## config.mk

```make
export PLATFORM = sky130hd
export DESIGN_NAME = soc_rst_seq
export DESIGN_NICKNAME = d
export VERILOG_FILES = /design/src/rtl/soc_rst_pkg.sv /design/src/rtl/rst_sync2.sv /design/src/rtl/soc_rst_seq.sv
export SDC_FILE = /design/constraint.sdc
export NUM_CORES = 1
export LEC_CHECK = 0
export ABC_AREA = 1
export CORE_UTILIZATION = 58
export DETAILED_ROUTE_END_ITERATION = 10
export GPL_TIMING_DRIVEN = 0
export PLACE_DENSITY_LB_ADDON = 0.12
export SLEW_MARGIN = 20
export SYNTH_ARGS = -nofsm -noshare
export SYNTH_HDL_FRONTEND = slang
export SYNTH_SLANG_ARGS = --single-unit
```

## constraint.sdc

```tcl
create_clock -name clk_i -period 2 [get_ports clk_i]
set_input_delay 0.2 -clock clk_i [delete_from_list [all_inputs] [get_ports clk_i]]
set_output_delay 0.2 -clock clk_i [all_outputs]
set_load 0.005 [all_outputs]
```

## src/rtl/soc_rst_pkg.sv

```systemverilog
// Shared types for the SoC reset sequencer: FSM states, reset-cause codes and a sizing helper.
package soc_rst_pkg;

    typedef enum logic [2:0] {
        ST_RESET     = 3'd0,
        ST_WAIT_LOCK = 3'd1,
        ST_SYS_HOLD  = 3'd2,
        ST_CPU_HOLD  = 3'd3,
        ST_RUN       = 3'd4
    } rst_state_e;

    typedef logic [1:0] rst_cause_t;

    localparam rst_cause_t RST_CAUSE_POR  = 2'b00;
    localparam rst_cause_t RST_CAUSE_LOCK = 2'b01;
    localparam rst_cause_t RST_CAUSE_DBG  = 2'b10;
    localparam rst_cause_t RST_CAUSE_WDT  = 2'b11;

    function automatic int unsigned max_u(input int unsigned a, input int unsigned b);
        return (a > b) ? a : b;
    endfunction

endpackage

```

## src/rtl/rst_sync2.sv

```systemverilog
// Two-flop synchronizer with asynchronous active-low clear; output is low while cleared.
module rst_sync2 (
    input  logic clk_i,
    input  logic clr_n,
    input  logic d,
    output logic q
);

    logic meta;

    always_ff @(posedge clk_i or negedge clr_n) begin
        if (!clr_n) begin
            meta <= 1'b0;
            q    <= 1'b0;
        end else begin
            meta <= d;
            q    <= meta;
        end
    end

endmodule

```

## src/rtl/soc_rst_seq.sv

```systemverilog
// Reset sequencer: orders system and CPU reset release after PLL lock, re-sequences on lock loss,
// debug request and (when RST_SEQ_WDT_EN is defined) watchdog timeout.
module soc_rst_seq
    import soc_rst_pkg::*;
#(
    parameter int unsigned SYS_HOLD    = 16,
    parameter int unsigned CPU_HOLD    = 32,
    parameter int unsigned LOCK_FILTER = 8,
    parameter int unsigned WDT_TIMEOUT = 1024
) (
    input  logic       clk_i,
    input  logic       rst_i,
    input  logic       pll_lock_i,
    input  logic       dbg_cpu_rst_i,
    input  logic       wdt_kick_i,
    output logic       rst_sys_o,
    output logic       rst_cpu_o,
    output logic       run_o,
    output logic [1:0] rst_cause_o
);

    localparam int unsigned CNT_W =
        $clog2(max_u(max_u(SYS_HOLD, CPU_HOLD), max_u(LOCK_FILTER, WDT_TIMEOUT))) + 1;

    rst_state_e       state_q, state_d;
    logic [CNT_W-1:0] cnt_q, cnt_d;
    rst_cause_t       cause_d;
    logic             rst_sync, lock_sync;
    logic             wdt_expire_c;

    rst_sync2 u_rst_sync (
        .clk_i (clk_i),
        .clr_n (rst_i),
        .d     (1'b1),
        .q     (rst_sync)
    );

    rst_sync2 u_lock_sync (
        .clk_i (clk_i),
        .clr_n (rst_i),
        .d     (pll_lock_i),
        .q     (lock_sync)
    );

`ifdef RST_SEQ_WDT_EN
    logic [CNT_W-1:0] wdt_q;

    // Watchdog counts only while staying in RUN; a kick always clears it, even on the expiry cycle.
    always_ff @(posedge clk_i or negedge rst_i) begin
        if (!rst_i) begin
            wdt_q <= '0;
        end else if (state_q != ST_RUN || state_d != ST_RUN || wdt_kick_i) begin
            wdt_q <= '0;
        end else begin
            wdt_q <= wdt_q + CNT_W'(1);
        end
    end

    assign wdt_expire_c = (state_q == ST_RUN) && !wdt_kick_i
                          && (wdt_q == CNT_W'(WDT_TIMEOUT - 1));
`else
    logic unused_wdt_kick;
    assign unused_wdt_kick = wdt_kick_i;
    assign wdt_expire_c    = 1'b0;
`endif

    // Next state, shared counter and cause; re-sequence requests override the normal progression.
    always_comb begin
        state_d = state_q;
        cnt_d   = cnt_q;
        cause_d = rst_cause_o;

        unique case (state_q)
            ST_RESET: begin
                cnt_d = '0;
                if (rst_sync) state_d = ST_WAIT_LOCK;
            end
            ST_WAIT_LOCK: begin
                if (!lock_sync) begin
                    cnt_d = '0;
                end else if (cnt_q == CNT_W'(LOCK_FILTER - 1)) begin
                    state_d = ST_SYS_HOLD;
                    cnt_d   = CNT_W'(SYS_HOLD - 1);
                end else begin
                    cnt_d = cnt_q + CNT_W'(1);
                end
            end
            ST_SYS_HOLD: begin
                if (cnt_q == '0) begin
                    state_d = ST_CPU_HOLD;
                    cnt_d   = CNT_W'(CPU_HOLD - 1);
                end else begin
                    cnt_d = cnt_q - CNT_W'(1);
                end
            end
            ST_CPU_HOLD: begin
                if (cnt_q == '0) begin
                    state_d = ST_RUN;
                    cnt_d   = '0;
                end else begin
                    cnt_d = cnt_q - CNT_W'(1);
                end
            end
            ST_RUN: begin
                cnt_d = '0;
            end
            default: begin
                state_d = ST_RESET;
                cnt_d   = '0;
            end
        endcase

        if (state_q inside {ST_SYS_HOLD, ST_CPU_HOLD, ST_RUN}) begin
            if (!lock_sync) begin
                state_d = ST_WAIT_LOCK;
                cnt_d   = '0;
                cause_d = RST_CAUSE_LOCK;
            end else if (dbg_cpu_rst_i) begin
                state_d = ST_CPU_HOLD;
                cnt_d   = CNT_W'(CPU_HOLD - 1);
                cause_d = RST_CAUSE_DBG;
            end else if (wdt_expire_c) begin
                state_d = ST_CPU_HOLD;
                cnt_d   = CNT_W'(CPU_HOLD - 1);
                cause_d = RST_CAUSE_WDT;
            end
        end
    end

    // State, counter and outputs decoded from the next state so outputs are registered.
    always_ff @(posedge clk_i or negedge rst_i) begin
        if (!rst_i) begin
            state_q     <= ST_RESET;
            cnt_q       <= '0;
            rst_sys_o   <= 1'b1;
            rst_cpu_o   <= 1'b1;
            run_o       <= 1'b0;
            rst_cause_o <= RST_CAUSE_POR;
        end else begin
            state_q     <= state_d;
            cnt_q       <= cnt_d;
            rst_sys_o   <= state_d inside {ST_RESET, ST_WAIT_LOCK, ST_SYS_HOLD};
            rst_cpu_o   <= (state_d != ST_RUN);
            run_o       <= (state_d == ST_RUN);
            rst_cause_o <= cause_d;
        end
    end

endmodule
```

Word level (Yosys, flattened, before mapping)
Index checks and enable logic that the tools add are counted.
- add/subtract/negate cells: 2
- equal/unequal tests: 10
- mux-type cells: 19
- reductions and logical operators: 6
- operators by type and width (operator ; count):
    $mux W11 ; 7
    $pmux W11 S3 ; 1
    $mux W3 ; 8
    $pmux W3 S5 ; 1
    $add A11 B1 Y11 const B ; 1
    $eq A11 B3 Y1 const B ; 1
    $logic_not A11 Y1 ; 1
    $sub A11 B1 Y11 const B ; 1
    $eq A3 B2 Y1 const B ; 3
    $eq A3 B1 Y1 const B ; 2
    $eq A3 B3 Y1 const B ; 2
    $logic_not A3 Y1 ; 2
    $reduce_bool A3 Y1 ; 2
    $mux W2 ; 2
    $ne A3 B3 Y1 const B ; 1
    $ne A2 B2 Y1 const B ; 1
    $reduce_and A2 Y1 ; 1
- register bits: 23
- input bits: 5
- output and inout port bits: 5
- logic and storage cells: 47

Longest topological paths before layout
Gate-level depths: netlist of the first run.
- depth after elaboration: 9
- depth in mapped cells: 11
- gate-level depth less buffers: 11

Hierarchy
Synthesis of the first run repeated with hierarchy kept, for this count alone.
- cell total of the unflattened synthesis: 192
- area total of the unflattened synthesis: 1460.2 um2
- modules (own cells, without submodules) (module ; times used ; cells each ; area an instance (um2) ; seq. area each (um2)):
    soc_rst_seq ; 1 ; 188 ; 1360.1 ; 478.0
    rst_sync2 ; 2 ; 2 ; 50.0 ; 50.0

Worst setup path before layout of the first run
No wires, ideal clock.
- path kind: register to register
- start point: reg cnt_q[0]
- end point: reg cnt_q[1]
- setup time: 114 ps
- data arrival time: 1326 ps
- required time: 1886 ps
- setup slack: 560 ps
- stages on the path, launching flop included: 12
- period minus slack after synthesis: 1440 ps
- path through: dfrtp_1 -> inv_1 -> ha_1 -> nand3_2 -> inv_2 -> nand2_4 -> nand2_4 -> nand2_2 -> o21ai_0 -> nand3_1 -> nand2_1 -> inv_1
- word-level cells in the longest chain between the ends: 7
- elaborated cells on any way between the ends: 12
- classes of those cells: add/sub (2); eq/ne (1); mux (8); reduce/logical (1)
- RTL lines (item ; line ; RTL):
    start, declared ; soc_rst_seq.sv:26 ; logic [CNT_W-1:0] cnt_q, cnt_d;
    start signal, assigned ; soc_rst_seq.sv:141 ; cnt_q <= cnt_d;
    $add A11 B1 Y11 or $eq A11 B3 Y1 (tied branches) ; soc_rst_seq.sv:85, soc_rst_seq.sv:81 ;
    $mux W11 ; soc_rst_seq.sv:81 ; end else if (cnt_q == CNT_W'(LOCK_FILTER - 1)) begin
    $mux W11 ; soc_rst_seq.sv:79 ; if (!lock_sync) begin
    $pmux W11 S3 * ; soc_rst_seq.sv:73 ; unique case (state_q)
    $mux W11 ; soc_rst_seq.sv:118 ; end else if (dbg_cpu_rst_i) begin
    $mux W11 ; soc_rst_seq.sv:114 ; if (!lock_sync) begin
    $mux W11 * ; soc_rst_seq.sv:113 ; if (state_q inside {ST_SYS_HOLD, ST_CPU_HOLD, ST_RUN}) begin
    via cnt_d[1] ; soc_rst_seq.sv:26 ;
Mark *: on every way through the listed nets, which the timed path passes. The rest lies on a longest branch.
A chain may end at the register's enable or synchronous reset.

Final worst setup path of the first run
- start point: reg cnt_q[0]
- end point: reg cnt_q[8]
The elaborated chain is that of the path after synthesis.

==> results, run 1 <==
- The number of antenna diodes in the final layout is 0.
- The fill cell instance count of the final layout is 202.
- The final non-filler cell area is between 0.0015 and 0.002 mm^2.
- The width of the die is 52.4 um.
- The number of buffer and inverter instances along the worst setup path is 2.
- Leaving out filler cells and counting taps, the final layout contains 236.
- The flow ran to the end, and the final reports show no timing, DRC or antenna violations.
- The clock tree skew after final layout is 0.00942 ns.
- The power density normalized to cell area is between 1000 and 1500 mW/mm^2.
- The cell area reported after detailed placement is around 0.0016 mm^2.
- The die area is 0.00275 mm^2.
- TritonCTS created 3 clock buffers.
- The distinct cell type count of the synthesized netlist is 31.
- The count of nets left with antenna violations once routing finished came out at 0.
- After routing, the total negative slack on setup checks comes to 0 ns.
- For this run, the share of the core covered by cells in the final layout is 0.706.
- The total routing usage reported by global routing is 0.272.
- The area inside the core boundary is approximately 0.0023 mm^2.
- The peak fanout along the critical path is 5.
- The synthesized net count is a little over 200.
- The worst pin sits at a relative slew slack of 0.650.
- The total power of the final layout is about 2.4 mW.
- The final-report hold violation count is 0.
- For the pin with the worst max-slew slack, the measured transition is 0.525 ns.
- The top-level port count is 10.
- The max-capacitance violation count is 0.
- Summed over all cells, the static leakage comes to approximately 0.81 nW.
- The per-instance average area after synthesis is 7.56 um^2.
- The critical-path cell with the highest stage delay is sky130_fd_sc_hd__dfrtp_1.
- Summed over all layers, the global routing overflow is 0.
- The number of detailed-route iterations in the first pass is 4.
- The post-synthesis sequential area ratio is 0.392.
- For the worst-skew pair, the clock arrives at the later sink with an insertion delay of 0.31 ns.
- The class of the tightest hold or removal check is in -> reg.
- The initialized floorplan defines 17 standard-cell rows.
- The via count of the first global-routing pass is roughly 1,300.
- The iteration-0 DRC count of the detailed router is 42.
- The net count of the finished layout is between 200 and 250.
- The cell area that synthesis handed to floorplanning was 0.00147 mm^2.
- The number of synthesized register bits is 23.
- The initial antenna violation count came to 0.
- The DRC violations left is 0.
- After detailed routing, the average wire length per cell comes to 13.1 um.
- In this run, placement finished with an instance count of 231.
- Among cell families on the critical path, the largest total delay comes from simple AND/OR/NAND/NOR gates.
- The number of setup buffers added after CTS is 0.
- The post-detailed-route via-to-cell ratio is 5.50.
- No sink is reached through more buffers than the 2 on the longest clock path.
- Walking the worst path, the cells encountered are ha_1 > inv_1 > nor2_1 > nand2_2 > nand2_4 > inv_2 > nand2_1 > o22ai_1 > and2_1.
- The number of buffer cells added on primary ports is 8.
- The effective utilization at floorplan is 0.642.
- The total via count in the routed design is about 1,300.
- The time the final worst path needs with I/O delays and setup is 1.71 ns.
- Setup repair after global routing left no endpoint under its margin.
- The largest net degree at the start of global routing is 24.
- The worst setup path is of the reg -> reg kind.
- The max-slew violation total from the final report is 0.
- The count of final setup violators is 0.
- In the final layout, the share of cells above drive strength 1 is 0.188.
- The post-DP HPWL is 2350 um.
- The TritonCTS clock tree is done.
- Compared with the post-synthesis result, the final layout area differs by 10.0%.
- The CTS sink count is 23.
- The cell count after synthesis came out at ~200.
- At the end of routability-driven placement, the weighted congestion stood at 0.904.
- At the worst endpoint, the required time is 2.21 ns.
- The arrival time of the worst setup path is 1.92 ns.
- VDD sags by at most between 0.9 and 1 mV.
- The highest achievable clock rate is between 0.5 and 0.6 GHz.
- The clock transition at the registers of the reported paths is 0.14 ns.
- CTS placed an instance of sky130_fd_sc_hd__clkbuf_4 at the clock tree root.
- The largest single stage delay on the critical path is 0.45 ns.
- The element type at the critical path end is a flip-flop.
- The worst setup path is launched from a flip-flop.
- The die is 52.4 um tall.
- In the finished design, the share of the clock period the worst path needs comes to 0.857.
- The first global-routing pass estimated 5460 um of wire.
- Wires add up to 3100 um.
- CTS built an H-tree with a depth of 1.
- During synthesis, Yosys emitted a total of 0 warnings.
[kinds of logic after synthesis]
| group | count (synthesis) | share of synthesized area |
|---|---|---|
| buffers and inverters | 33 | 0.0866 |
| other | 1 | 0.00254 |
| flip-flops | 23 | 0.392 |
| adder cells (fa/ha/maj) | 2 | 0.0170 |
| AND/OR/NAND/NOR | 109 | 0.389 |
| AO/OA/AOI/OAI | 22 | 0.0832 |
| XOR/XNOR | 5 | 0.0297 |
[sequential cells by signal, summed over array words and instances, names as in the netlist]
signal            cells
cnt_q                11
state_q               3
rst_cause_o           2
rst_cpu_o             1
rst_sys_o             1
run_o                 1
u_lock_sync.meta      1
u_lock_sync.q         1
u_rst_sync.meta       1
u_rst_sync.q          1
[power by group]
group	switching (mW)	total, mW	internal [mW]
Combinational	0.919	1.43	0.508
Sequential	0.139	0.746	0.607
Clock	0.144	0.219	0.0747
Total	1.20	2.39	1.19
[metal layers]
layer	up-vias	GRT usage	share of wire
li1	650	-	-
met1	613	0.358	0.45
met2	34	0.456	0.51
met3	2	0.0435	0.040
met4	0	0.0789	0.0055
met5	-	0	0
[final cells by class]
| type | instances | area [um^2] | area share |
|---|---|---|---|
| clock buffers | 3 | 22.5 | 0.0139 |
| clock inverters | 1 | 5.00 | 0.00309 |
| plain buffers | 1 | 7.51 | 0.00463 |
| repair buffers | 9 | 85.1 | 0.0525 |
| inverters | 32 | 120 | 0.0741 |
| well taps | 28 | 35.0 | 0.0216 |
| flip-flops and latches | 23 | 578 | 0.356 |
| multi-input cells | 139 | 768 | 0.474 |
[final timing paths]
kind                                              endpoint                       from  depth (start not counted)  slack, ns
worst min register to register      u_rst_sync.q$_DFF_PN0_  u_rst_sync.meta$_DFF_PN0_                          0       0.37
min in group asynchronous               cnt_q[2]$_DFF_PN0_                      rst_i                          2       0.38
max in group asynchronous              rst_cpu_o$_DFF_PN1_                      rst_i                          2       1.25
worst max-delay path                    cnt_q[8]$_DFF_PN0_         cnt_q[0]$_DFF_PN0_                          9       0.29
worst min-delay path            u_lock_sync.meta$_DFF_PN0_                 pll_lock_i                          1       0.30
worst max register to register          cnt_q[8]$_DFF_PN0_         cnt_q[0]$_DFF_PN0_                          9       0.29
[stage by stage]
stage | hold WS [ns] | worst slack, ns
6_report | 0.303 | 0.287
5_1_grt | 0.288 | 0.124
4_1_cts | 0.294 | 0.293
3_5_place_dp | 0.340 | 0.323
3_3_place_gp | 0.336 | 0.374
2_1_floorplan | -0.0956 | 0.560
[timing repair]
item,CTS,global route
hold buffers,0,1
gates resized for setup,0,0
endpoints found under the hold margin,0,21
[cell usage after synthesis]
cell,n,area [um^2]
sky130_fd_sc_hd__conb_1,1,3.75
sky130_fd_sc_hd__a31oi_1,2,12.5
sky130_fd_sc_hd__o22ai_1,1,6.26
sky130_fd_sc_hd__o21ai_2,1,8.76
sky130_fd_sc_hd__xor2_1,5,43.8
sky130_fd_sc_hd__a21oi_1,8,40.0
sky130_fd_sc_hd__nor3_4,1,16.3
sky130_fd_sc_hd__nand3_2,1,10.0
sky130_fd_sc_hd__o21ai_1,1,5.00
sky130_fd_sc_hd__o21ai_0,7,35.0
sky130_fd_sc_hd__o211ai_1,1,7.51
sky130_fd_sc_hd__inv_2,10,37.5
sky130_fd_sc_hd__nor2_2,3,18.8
sky130_fd_sc_hd__nand4_1,4,25.0
sky130_fd_sc_hd__nand3_1,19,95.1
sky130_fd_sc_hd__inv_1,22,82.6
sky130_fd_sc_hd__nand2_2,7,43.8
sky130_fd_sc_hd__dfstp_2,2,52.6
sky130_fd_sc_hd__nand2_1,39,146
sky130_fd_sc_hd__and2_1,1,6.26
sky130_fd_sc_hd__nor2_1,21,78.8
sky130_fd_sc_hd__o31ai_1,1,7.51
sky130_fd_sc_hd__nor3_1,5,25.0
sky130_fd_sc_hd__dfrtp_1,21,526
sky130_fd_sc_hd__nor3_2,1,10.0
sky130_fd_sc_hd__nor2_4,1,11.3
sky130_fd_sc_hd__ha_1,2,25.0
sky130_fd_sc_hd__nor2_8,1,20.0
sky130_fd_sc_hd__buf_4,1,7.51
sky130_fd_sc_hd__nor4_4,1,21.3
sky130_fd_sc_hd__nand2_4,4,45.0
[cell usage in the layout (no fill, tap or decap)]
cell type	synthesis	routed
sky130_fd_sc_hd__o211ai_1	1	1
sky130_fd_sc_hd__clkdlybuf4s50_1	0	7
sky130_fd_sc_hd__inv_1	22	22
sky130_fd_sc_hd__nand2_2	7	7
sky130_fd_sc_hd__nor2_2	3	3
sky130_fd_sc_hd__o22ai_1	1	1
sky130_fd_sc_hd__a21oi_1	8	8
sky130_fd_sc_hd__nand4_1	4	4
sky130_fd_sc_hd__nor2_1	21	21
sky130_fd_sc_hd__buf_4	1	1
sky130_fd_sc_hd__conb_1	1	1
sky130_fd_sc_hd__o31ai_1	1	1
sky130_fd_sc_hd__o21ai_0	7	7
sky130_fd_sc_hd__clkbuf_4	0	3
sky130_fd_sc_hd__nand3_1	19	19
sky130_fd_sc_hd__nand2_4	4	4
sky130_fd_sc_hd__xor2_1	5	5
sky130_fd_sc_hd__nor2_8	1	1
sky130_fd_sc_hd__clkinv_2	0	1
sky130_fd_sc_hd__dfstp_2	2	2
sky130_fd_sc_hd__nand3_2	1	1
sky130_fd_sc_hd__nor3_1	5	5
sky130_fd_sc_hd__ha_1	2	2
sky130_fd_sc_hd__nor4_4	1	1
sky130_fd_sc_hd__and2_1	1	1
sky130_fd_sc_hd__inv_2	10	10
sky130_fd_sc_hd__nand2_1	39	39
sky130_fd_sc_hd__dlygate4sd3_1	0	1
sky130_fd_sc_hd__o21ai_2	1	1
sky130_fd_sc_hd__nor3_2	1	1
sky130_fd_sc_hd__buf_2	0	1
sky130_fd_sc_hd__nor3_4	1	1
sky130_fd_sc_hd__a31oi_1	2	2
sky130_fd_sc_hd__nor2_4	1	1
sky130_fd_sc_hd__o21ai_1	1	1
sky130_fd_sc_hd__dfrtp_1	21	21
[worst register-to-register path: cells and delay by family, from the launching register on]
family | cells | cell delay [ns]
compound gates | 1 | 0.07
simple gates | 5 | 0.71
flops | 1 | 0.45
buf+inv | 2 | 0.14
fa+ha+maj | 1 | 0.25
Note: power is estimated with default switching activity, not from simulation.
==> run 2, diff against run 1 <==
--- a/config.mk
+++ b/config.mk
@@ -6,7 +6,8 @@
 export NUM_CORES = 1
 export LEC_CHECK = 0
 export ABC_AREA = 1
-export CORE_UTILIZATION = 58
+export CORE_UTILIZATION = 60
+export CTS_BUF_LIST = sky130_fd_sc_hd__clkbuf_4 sky130_fd_sc_hd__clkbuf_8
 export DETAILED_ROUTE_END_ITERATION = 10
 export GPL_TIMING_DRIVEN = 0
 export PLACE_DENSITY_LB_ADDON = 0.12
==> run 2 against run 1 <==
  * Flip-flop and latch count did not move
  * Die area fell by 3.2%
  * Non-clock buffer count did not move
  * Cell area did not move
  * Clock-buffer cell count did not move
  * Routed wire length rose by 6.7%
  * Setup slack got worse by 0.075 ns
  * Critical path type unchanged
  * Largest cell class unchanged
==> results, run 2 (same netlist as run 1, synthesis figures left out) <==
- The worst hold path cell count is 1 (unchanged).
- Most frequent cells in the layout: 39 x sky130_fd_sc_hd__nand2_1, 22 x sky130_fd_sc_hd__inv_1, 21 x sky130_fd_sc_hd__nor2_1, 21 x sky130_fd_sc_hd__dfrtp_1, 19 x sky130_fd_sc_hd__nand3_1 (unchanged).
- The relative slew slack is 0.658 (was 0.650).
- The die area is 0.00266 mm^2 (was 0.00275 mm^2).
- The combinational group share of total power is 0.598 (was 0.597).
- The first-pass GRT wire length is 5530 um (was 5460 um).
- The overall routed net length is 3300 um (was 3100 um).
- The number of detailed-route iterations in the first pass is 4 (unchanged).
- The flip-flop count of the largest register after layout came to 11 (unchanged).
- The share of the clock period used by the worst path after layout is 0.894 (was 0.857).
- Outcome: finished, final reports clean (unchanged).
- The total grt overflow came to 0 (unchanged).
- The layout overhead on the synthesized area is 10.0% (unchanged).
- The max-slew violation total from the final report came to 0 (unchanged).
- The power dissipated by switching net loads is 1.24 mW (was 1.20 mW).
- The maximum level of the CTS H-tree is 1 (unchanged).
- The arrival time of the worst setup path is 2.02 ns (was 1.92 ns).
- The total routing usage reported by global routing came to 0.289 (was 0.272).
- The DRC violations left is 0 (unchanged).
- The maximum root-to-sink buffer count was 2 (unchanged).
- The relative contribution of the clock network to total power is 0.093 (was 0.092).
- The initial antenna violation count was 0 (unchanged).
- The total negative setup slack is 0 ns (unchanged).
- The post-detailed-route via-to-cell ratio is 5.65 (was 5.50).
- The number of core rows came to 17 (unchanged).
- The effective utilization at floorplan is 0.654 (was 0.642).
- The top-level port count is 10 (unchanged).
- The remaining number of nets flagged by the antenna check after routing was 0 (unchanged).
- The sequential fraction of design power is 0.309 (was 0.312).
- RSZ-0062 raised after global routing: false (unchanged).
- The number of diodes added for antenna fixing is 0 (unchanged).
- The area of the multi-input gates is 768 um^2 (unchanged).
- The pre-CTS setup slack is 0.297 ns (was 0.323 ns).
- The via count of the first global-routing pass is 1,280 (was 1,274).
- The clock insertion delay at the later pin of the skew report is 0.32 ns (was 0.31 ns).
- The data required time of the critical path was 2.23 ns (was 2.21 ns).
- The TritonCTS clock tree is done (unchanged).
- The element type at the critical path end is a flip-flop (unchanged).
- The final-report hold violation count is 0 (unchanged).
- The depth of the worst register-to-register path is 9 (unchanged).
- The register bank with the most flops is cnt_q (unchanged).
- The width of the die is 51.6 um (was 52.4 um).
- The CTS sink count is 23 (unchanged).
- The max-capacitance violation count was 0 (unchanged).
- The number of buffers inserted during clock tree synthesis is 3 (unchanged).
- The count of final setup violators is 0 (unchanged).
- The reported leakage power was 0.813 nW (unchanged).
- The clock tree skew after final layout was 0.00539 ns (was 0.00942 ns).
- The sort of element at the start of the critical path is a flip-flop (unchanged).
- The total area of sequential cells came to 578 um^2 (unchanged).
- The floorplan die height is 51.6 um (was 52.4 um).
- The post-DP HPWL is 2440 um (was 2350 um).
- The class of the tightest hold or removal check is in -> reg (unchanged).
- The type of the worst setup path is reg -> reg (unchanged).
- The placer congestion estimate is 0.895 (was 0.904).
- The iteration-0 DRC count of the detailed router is 48 (was 42).
- The peak fanout along the critical path was 5 (unchanged).
- The net count of the finished layout is 216 (unchanged).
- The worst IR drop on VDD came to 1.22 mV (was 0.910 mV).
- The fraction of layout instances using a drive strength above 1 is 0.188 (unchanged).
- The transition time at the pin with the least slew margin came to 0.513 ns (was 0.525 ns).
- The quantity of gates resized following cts is 0 (unchanged).
- The power density normalized to cell area came to 1500 mW/mm^2 (was 1480 mW/mm^2).
- The area inside the core boundary is 0.00225 mm^2 (was 0.00230 mm^2).
- Registers with the most flip-flops: cnt_q: 11 flops, state_q: 3 flops, rst_cause_o: 2 flops (unchanged).
- The fill cell instance count of the final layout came to 192 (was 202).
- The largest net degree at the start of global routing is 24 (unchanged).
- The clock transition at the registers of the reported paths is 0.13 ns (was 0.14 ns).
- The number of buffer cells added on primary ports is 8 (unchanged).
- The time the final worst path needs with I/O delays and setup came to 1.79 ns (was 1.71 ns).
- The fraction of power spent switching nets is 0.510 (was 0.503).
- The total via count in the routed design was 1,333 (was 1,299).
- The setup slack after layout is 0.212 ns (was 0.287 ns).
- The most frequent standard cell in the layout excluding fill and tap cells is sky130_fd_sc_hd__nand2_1 (unchanged).
- The internal power is 1.19 mW (about the same).
- The highest achievable clock rate is 0.559 GHz (was 0.584 GHz).
- The clock root buffer master was sky130_fd_sc_hd__clkbuf_4 (unchanged).
- The routed wire length per instance is 14.0 um (was 13.1 um).
## run 2: repair_timing
item                                   in CTS  in global routing
hold buffers                                0                  1
endpoints found under the hold margin       0                 21
setup buffers                               0                  0
## run 2: per-stage QoR
step           hold WS [ns]  area, um^2   util  cells  power, mW
2_1_floorplan       -0.0956        1470      -    195       1.83
3_3_place_gp          0.335        1590  0.705    231       2.12
3_5_place_dp          0.335        1590  0.705    231       2.18
4_1_cts               0.314        1620  0.717    235       2.41
5_1_grt               0.303        1620  0.719    236       2.64
6_report              0.316        1620  0.719    236       2.43
## run 2: path summary, 6_finish.rpt
check	from	to	slack, ns
worst min register to register	u_lock_sync.meta$_DFF_PN0_	u_lock_sync.q$_DFF_PN0_	0.36
worst max-delay path	cnt_q[0]$_DFF_PN0_	cnt_q[8]$_DFF_PN0_	0.21
worst min-delay path	pll_lock_i	u_lock_sync.meta$_DFF_PN0_	0.32
worst max register to register	cnt_q[0]$_DFF_PN0_	cnt_q[8]$_DFF_PN0_	0.21
min in group asynchronous	rst_i	cnt_q[9]$_DFF_PN0_	0.36
max in group asynchronous	rst_i	rst_sys_o$_DFF_PN1_	1.27
## run 2: power by group through the flow
stage / Sequential [mW] / Clock [mW] / Combinational [mW]
after floorplan: 0.729 / 0 / 1.11
after global placement: 0.745 / 0 / 1.38
after detailed placement: 0.757 / 0 / 1.42
after CTS: 0.749 / 0.230 / 1.43
after global routing: 0.771 / 0.246 / 1.62
final: 0.753 / 0.226 / 1.45
## run 2: layer usage
metal | vias to the layer above | global-route usage | share of wire
met5 | - | 0 | 0
met4 | 0 | 0.144 | 0.016
met3 | 8 | 0.0468 | 0.058
met2 | 60 | 0.489 | 0.51
met1 | 617 | 0.356 | 0.42
li1 | 648 | - | -
## run 2: area by class of cell
cell class | instances | share of cell area
Buffer | 1 | 0.00463
Inverter | 32 | 0.0741
Clock inverter | 1 | 0.00309
Multi-Input combinational cell | 139 | 0.474
Sequential cell | 23 | 0.356
Tap cell | 28 | 0.0216
Timing Repair Buffer | 9 | 0.0525
Clock buffer | 3 | 0.0139
## run 2: worst max-delay path, cell delays in order (launching register included)
cell and delay [ns]:
sky130_fd_sc_hd__dfrtp_1 0.44, sky130_fd_sc_hd__ha_1 0.28, sky130_fd_sc_hd__inv_1 0.10, sky130_fd_sc_hd__nor2_1 0.24, sky130_fd_sc_hd__nand2_2 0.16, sky130_fd_sc_hd__nand2_4 0.12, sky130_fd_sc_hd__inv_2 0.05, sky130_fd_sc_hd__nand2_1 0.06
sky130_fd_sc_hd__o22ai_1 0.08, sky130_fd_sc_hd__and2_1 0.14
==> run 3, diff against run 2 <==
--- a/config.mk
+++ b/config.mk
@@ -11,7 +11,6 @@
 export DETAILED_ROUTE_END_ITERATION = 10
 export GPL_TIMING_DRIVEN = 0
 export PLACE_DENSITY_LB_ADDON = 0.12
-export SLEW_MARGIN = 20
 export SYNTH_ARGS = -nofsm -noshare
 export SYNTH_HDL_FRONTEND = slang
 export SYNTH_SLANG_ARGS = --single-unit
==> run 3 against run 2 <==
  * Final cell count is 0.42% lower
  * Worst hold slack worse by 0.00060 ns
  * Clock power hardly changed
  * Highest routed layer unchanged
==> results, run 3 (same netlist as run 1, synthesis figures left out) <==
- The transition time at the pin with the least slew margin is 1.03 ns (was 0.513 ns).
- The area inside the core boundary is 0.00225 mm^2 (unchanged).
- The class of the tightest hold or removal check is in -> reg (unchanged).
- The terminus of the critical flop-to-flop path was cnt_q[8]$_DFF_PN0_ (unchanged).
- The clock tree skew after final layout came to 0.00557 ns (was 0.00539 ns).
- The share of the core filled with cells in the final layout is 0.717 (was 0.719).
- Most frequent cells in the layout: 39 x sky130_fd_sc_hd__nand2_1, 22 x sky130_fd_sc_hd__inv_1, 21 x sky130_fd_sc_hd__nor2_1, 21 x sky130_fd_sc_hd__dfrtp_1, 19 x sky130_fd_sc_hd__nand3_1 (unchanged).
- The met2 layer wire length in the routed design is 1670 um (about the same).
- The max-capacitance violation count is 0 (unchanged).
- The total routing usage reported by global routing was 0.289 (unchanged).
- The initial antenna violation count is 0 (unchanged).
- The post-CTS setup buffer count is 0 (unchanged).
- The worst hold path startpoint is pll_lock_i (unchanged).
- The cell area reported after detailed placement was 0.00159 mm^2 (unchanged).
- The sort of element at the start of the critical path is a flip-flop (unchanged).
- The routed length on met3 was 189 um (was 190 um).
- The CTS sink count came to 23 (unchanged).
- The DRC violations left is 0 (unchanged).
- The iteration-0 DRC count of the detailed router is 50 (was 48).
- The peak fanout along the critical path is 5 (unchanged).
- The terminating pin of the worst hold path is u_lock_sync.meta$_DFF_PN0_ (unchanged).
- The net count of the finished layout is 215 (was 216).
- The most frequent standard cell in the layout excluding fill and tap cells is sky130_fd_sc_hd__nand2_1 (unchanged).
- The clock root buffer master is sky130_fd_sc_hd__clkbuf_4 (unchanged).
- The relative slew slack is 0.314 (was 0.658).
- RSZ-0062 raised after global routing: false (unchanged).
- The element type at the critical path end is a flip-flop (unchanged).
- The depth of the worst register-to-register path came to 9 (unchanged).
- The first-pass GRT wire length is 5530 um (unchanged).
- The largest net degree at the start of global routing is 24 (unchanged).
- The number of detailed-route iterations in the first pass is 4 (unchanged).
- The placer congestion estimate came to 0.895 (unchanged).
- The power density normalized to cell area is 1500 mW/mm^2 (about the same).
- The fill cell instance count of the final layout is 192 (unchanged).
- The data required time of the critical path came to 2.23 ns (about the same).
- The number of buffers inserted during clock tree synthesis is 3 (unchanged).
- The die area was 0.00266 mm^2 (unchanged).
- The final non-filler cell area came to 0.00162 mm^2 (about the same).
- The flip-flop count of the largest register after layout is 11 (unchanged).
- The total negative setup slack came to 0 ns (unchanged).
- The hold buffer count at cts is 0 (unchanged).
- The post-detailed-route via-to-cell ratio is 5.63 (was 5.65).
- The reported leakage power is 0.809 nW (was 0.813 nW).
- The quantity of gates resized following cts is 0 (unchanged).
- The routed metal-1 wirelength is 1380 um (was 1390 um).
- The count of final setup violators is 0 (unchanged).
- The max-slew violation total from the final report is 0 (unchanged).
- The maximum level of the CTS H-tree was 1 (unchanged).
- The time the final worst path needs with I/O delays and setup came to 1.77 ns (was 1.79 ns).
- The via count of the first global-routing pass is 1,280 (unchanged).
- The TritonCTS clock tree is done (unchanged).
- The top-level port count is 10 (unchanged).
- The number of core rows is 17 (unchanged).
- The worst-case register-to-register setup slack is 0.23 ns (was 0.21 ns).
- The arrival time of the worst setup path is 2.00 ns (was 2.02 ns).
- The post-DP HPWL was 2440 um (unchanged).
- Outcome: finished, final reports clean (unchanged).
- The layout overhead on the synthesized area came to 9.68% (was 10.0%).
- The highest routed metal layer is met4 (unchanged).
- The share of the clock period used by the worst path after layout is 0.885 (was 0.894).
- The routed wire length per instance is 14.0 um (about the same).
- The final-report hold violation count is 0 (unchanged).
- The total power of the final layout is 2.43 mW (about the same).
- The clock transition at the registers of the reported paths is 0.13 ns (about the same).
- The clock insertion delay at the later pin of the skew report came to 0.32 ns (about the same).
- The number of diodes added for antenna fixing came to 0 (unchanged).
- The total via count in the routed design was 1,324 (was 1,333).
- The launch point of the worst reg-to-reg path is cnt_q[0]$_DFF_PN0_ (unchanged).
- The highest achievable clock rate was 0.565 GHz (was 0.559 GHz).
- The maximum root-to-sink buffer count came to 2 (unchanged).
- The register bank with the most flops is cnt_q (unchanged).
- The fraction of layout instances using a drive strength above 1 is 0.184 (was 0.188).
- The total grt overflow is 0 (unchanged).
- The remaining number of nets flagged by the antenna check after routing is 0 (unchanged).
- The number of buffer cells added on primary ports is 8 (unchanged).
- The area of the multi-input gates is 768 um^2 (unchanged).
- The width of the die is 51.6 um (unchanged).
- The worst IR drop on VDD is 1.22 mV (about the same).
- The effective utilization at floorplan is 0.654 (unchanged).
- Registers with the most flip-flops: cnt_q: 11 flops, state_q: 3 flops, rst_cause_o: 2 flops (unchanged).
- The worst hold path cell count is 1 (unchanged).
- The overall routed net length is 3290 um (was 3300 um).
- The total area of sequential cells is 578 um^2 (unchanged).
- The floorplan die height is 51.6 um (unchanged).
- The type of the worst setup path was reg -> reg (unchanged).
-- run 3: cell types whose count changed in the layout (fill, tap and decap cells not counted), sizes merged --
| cell | change |
|---|---|
| buf | -1 |
| clkdlybuf4s50 | +1 |
| dlygate4sd3 | -1 |
-- run 3: worst max path at each step --
stage	startpoint	end	slack, ns	cells after the start
after floorplan	cnt_q[0]$_DFF_PN0_	cnt_q[1]$_DFF_PN0_	0.56	11
after global placement	cnt_q[0]$_DFF_PN0_	cnt_q[8]$_DFF_PN0_	0.36	9
after detailed placement	cnt_q[0]$_DFF_PN0_	cnt_q[8]$_DFF_PN0_	0.30	9
after CTS	cnt_q[0]$_DFF_PN0_	cnt_q[8]$_DFF_PN0_	0.25	9
after global routing	cnt_q[0]$_DFF_PN0_	cnt_q[8]$_DFF_PN0_	0.12	9
final	cnt_q[0]$_DFF_PN0_	cnt_q[8]$_DFF_PN0_	0.23	9
-- run 3: per-layer routing --
metal  vias to the layer above  track usage
li1                        646            -
met1                       615        0.356
met2                        57        0.489
met3                         6       0.0468
met4                         0        0.144
met5                         -            0
-- run 3: worst max-delay path: stages (launching register included) --
cell	delay [ns]
sky130_fd_sc_hd__dfrtp_1	0.44
sky130_fd_sc_hd__ha_1	0.27
sky130_fd_sc_hd__inv_1	0.11
sky130_fd_sc_hd__nor2_1	0.23
sky130_fd_sc_hd__nand2_2	0.15
sky130_fd_sc_hd__nand2_4	0.12
sky130_fd_sc_hd__inv_2	0.05
sky130_fd_sc_hd__nand2_1	0.06
sky130_fd_sc_hd__o22ai_1	0.08
sky130_fd_sc_hd__and2_1	0.14
-- run 3: through the flow --
step | hold WS [ns] | worst slack, ns | std cells
final | 0.316 | 0.231 | 235
after global routing | 0.303 | 0.122 | 235
after CTS | 0.314 | 0.252 | 235
after detailed placement | 0.335 | 0.297 | 231
after global placement | 0.335 | 0.356 | 231
after floorplan | -0.0956 | 0.560 | 195
-- run 3: final cells by class --
cell class | instances | share of cell area
multi-input combinational | 139 | 0.475
sequential | 23 | 0.358
inverter | 32 | 0.0743
timing repair buffer | 8 | 0.0495
tap | 28 | 0.0217
clock buffer | 3 | 0.0139
buffer | 1 | 0.00464
clock inverter | 1 | 0.00310
-- run 3: report_power, final --
| part | internal, mW | total, mW | switching, mW |
|---|---|---|---|
| Combinational | 0.509 | 1.45 | 0.942 |
| Clock | 0.0751 | 0.227 | 0.151 |
| Sequential | 0.607 | 0.753 | 0.146 |
| Total | 1.19 | 2.43 | 1.24 |
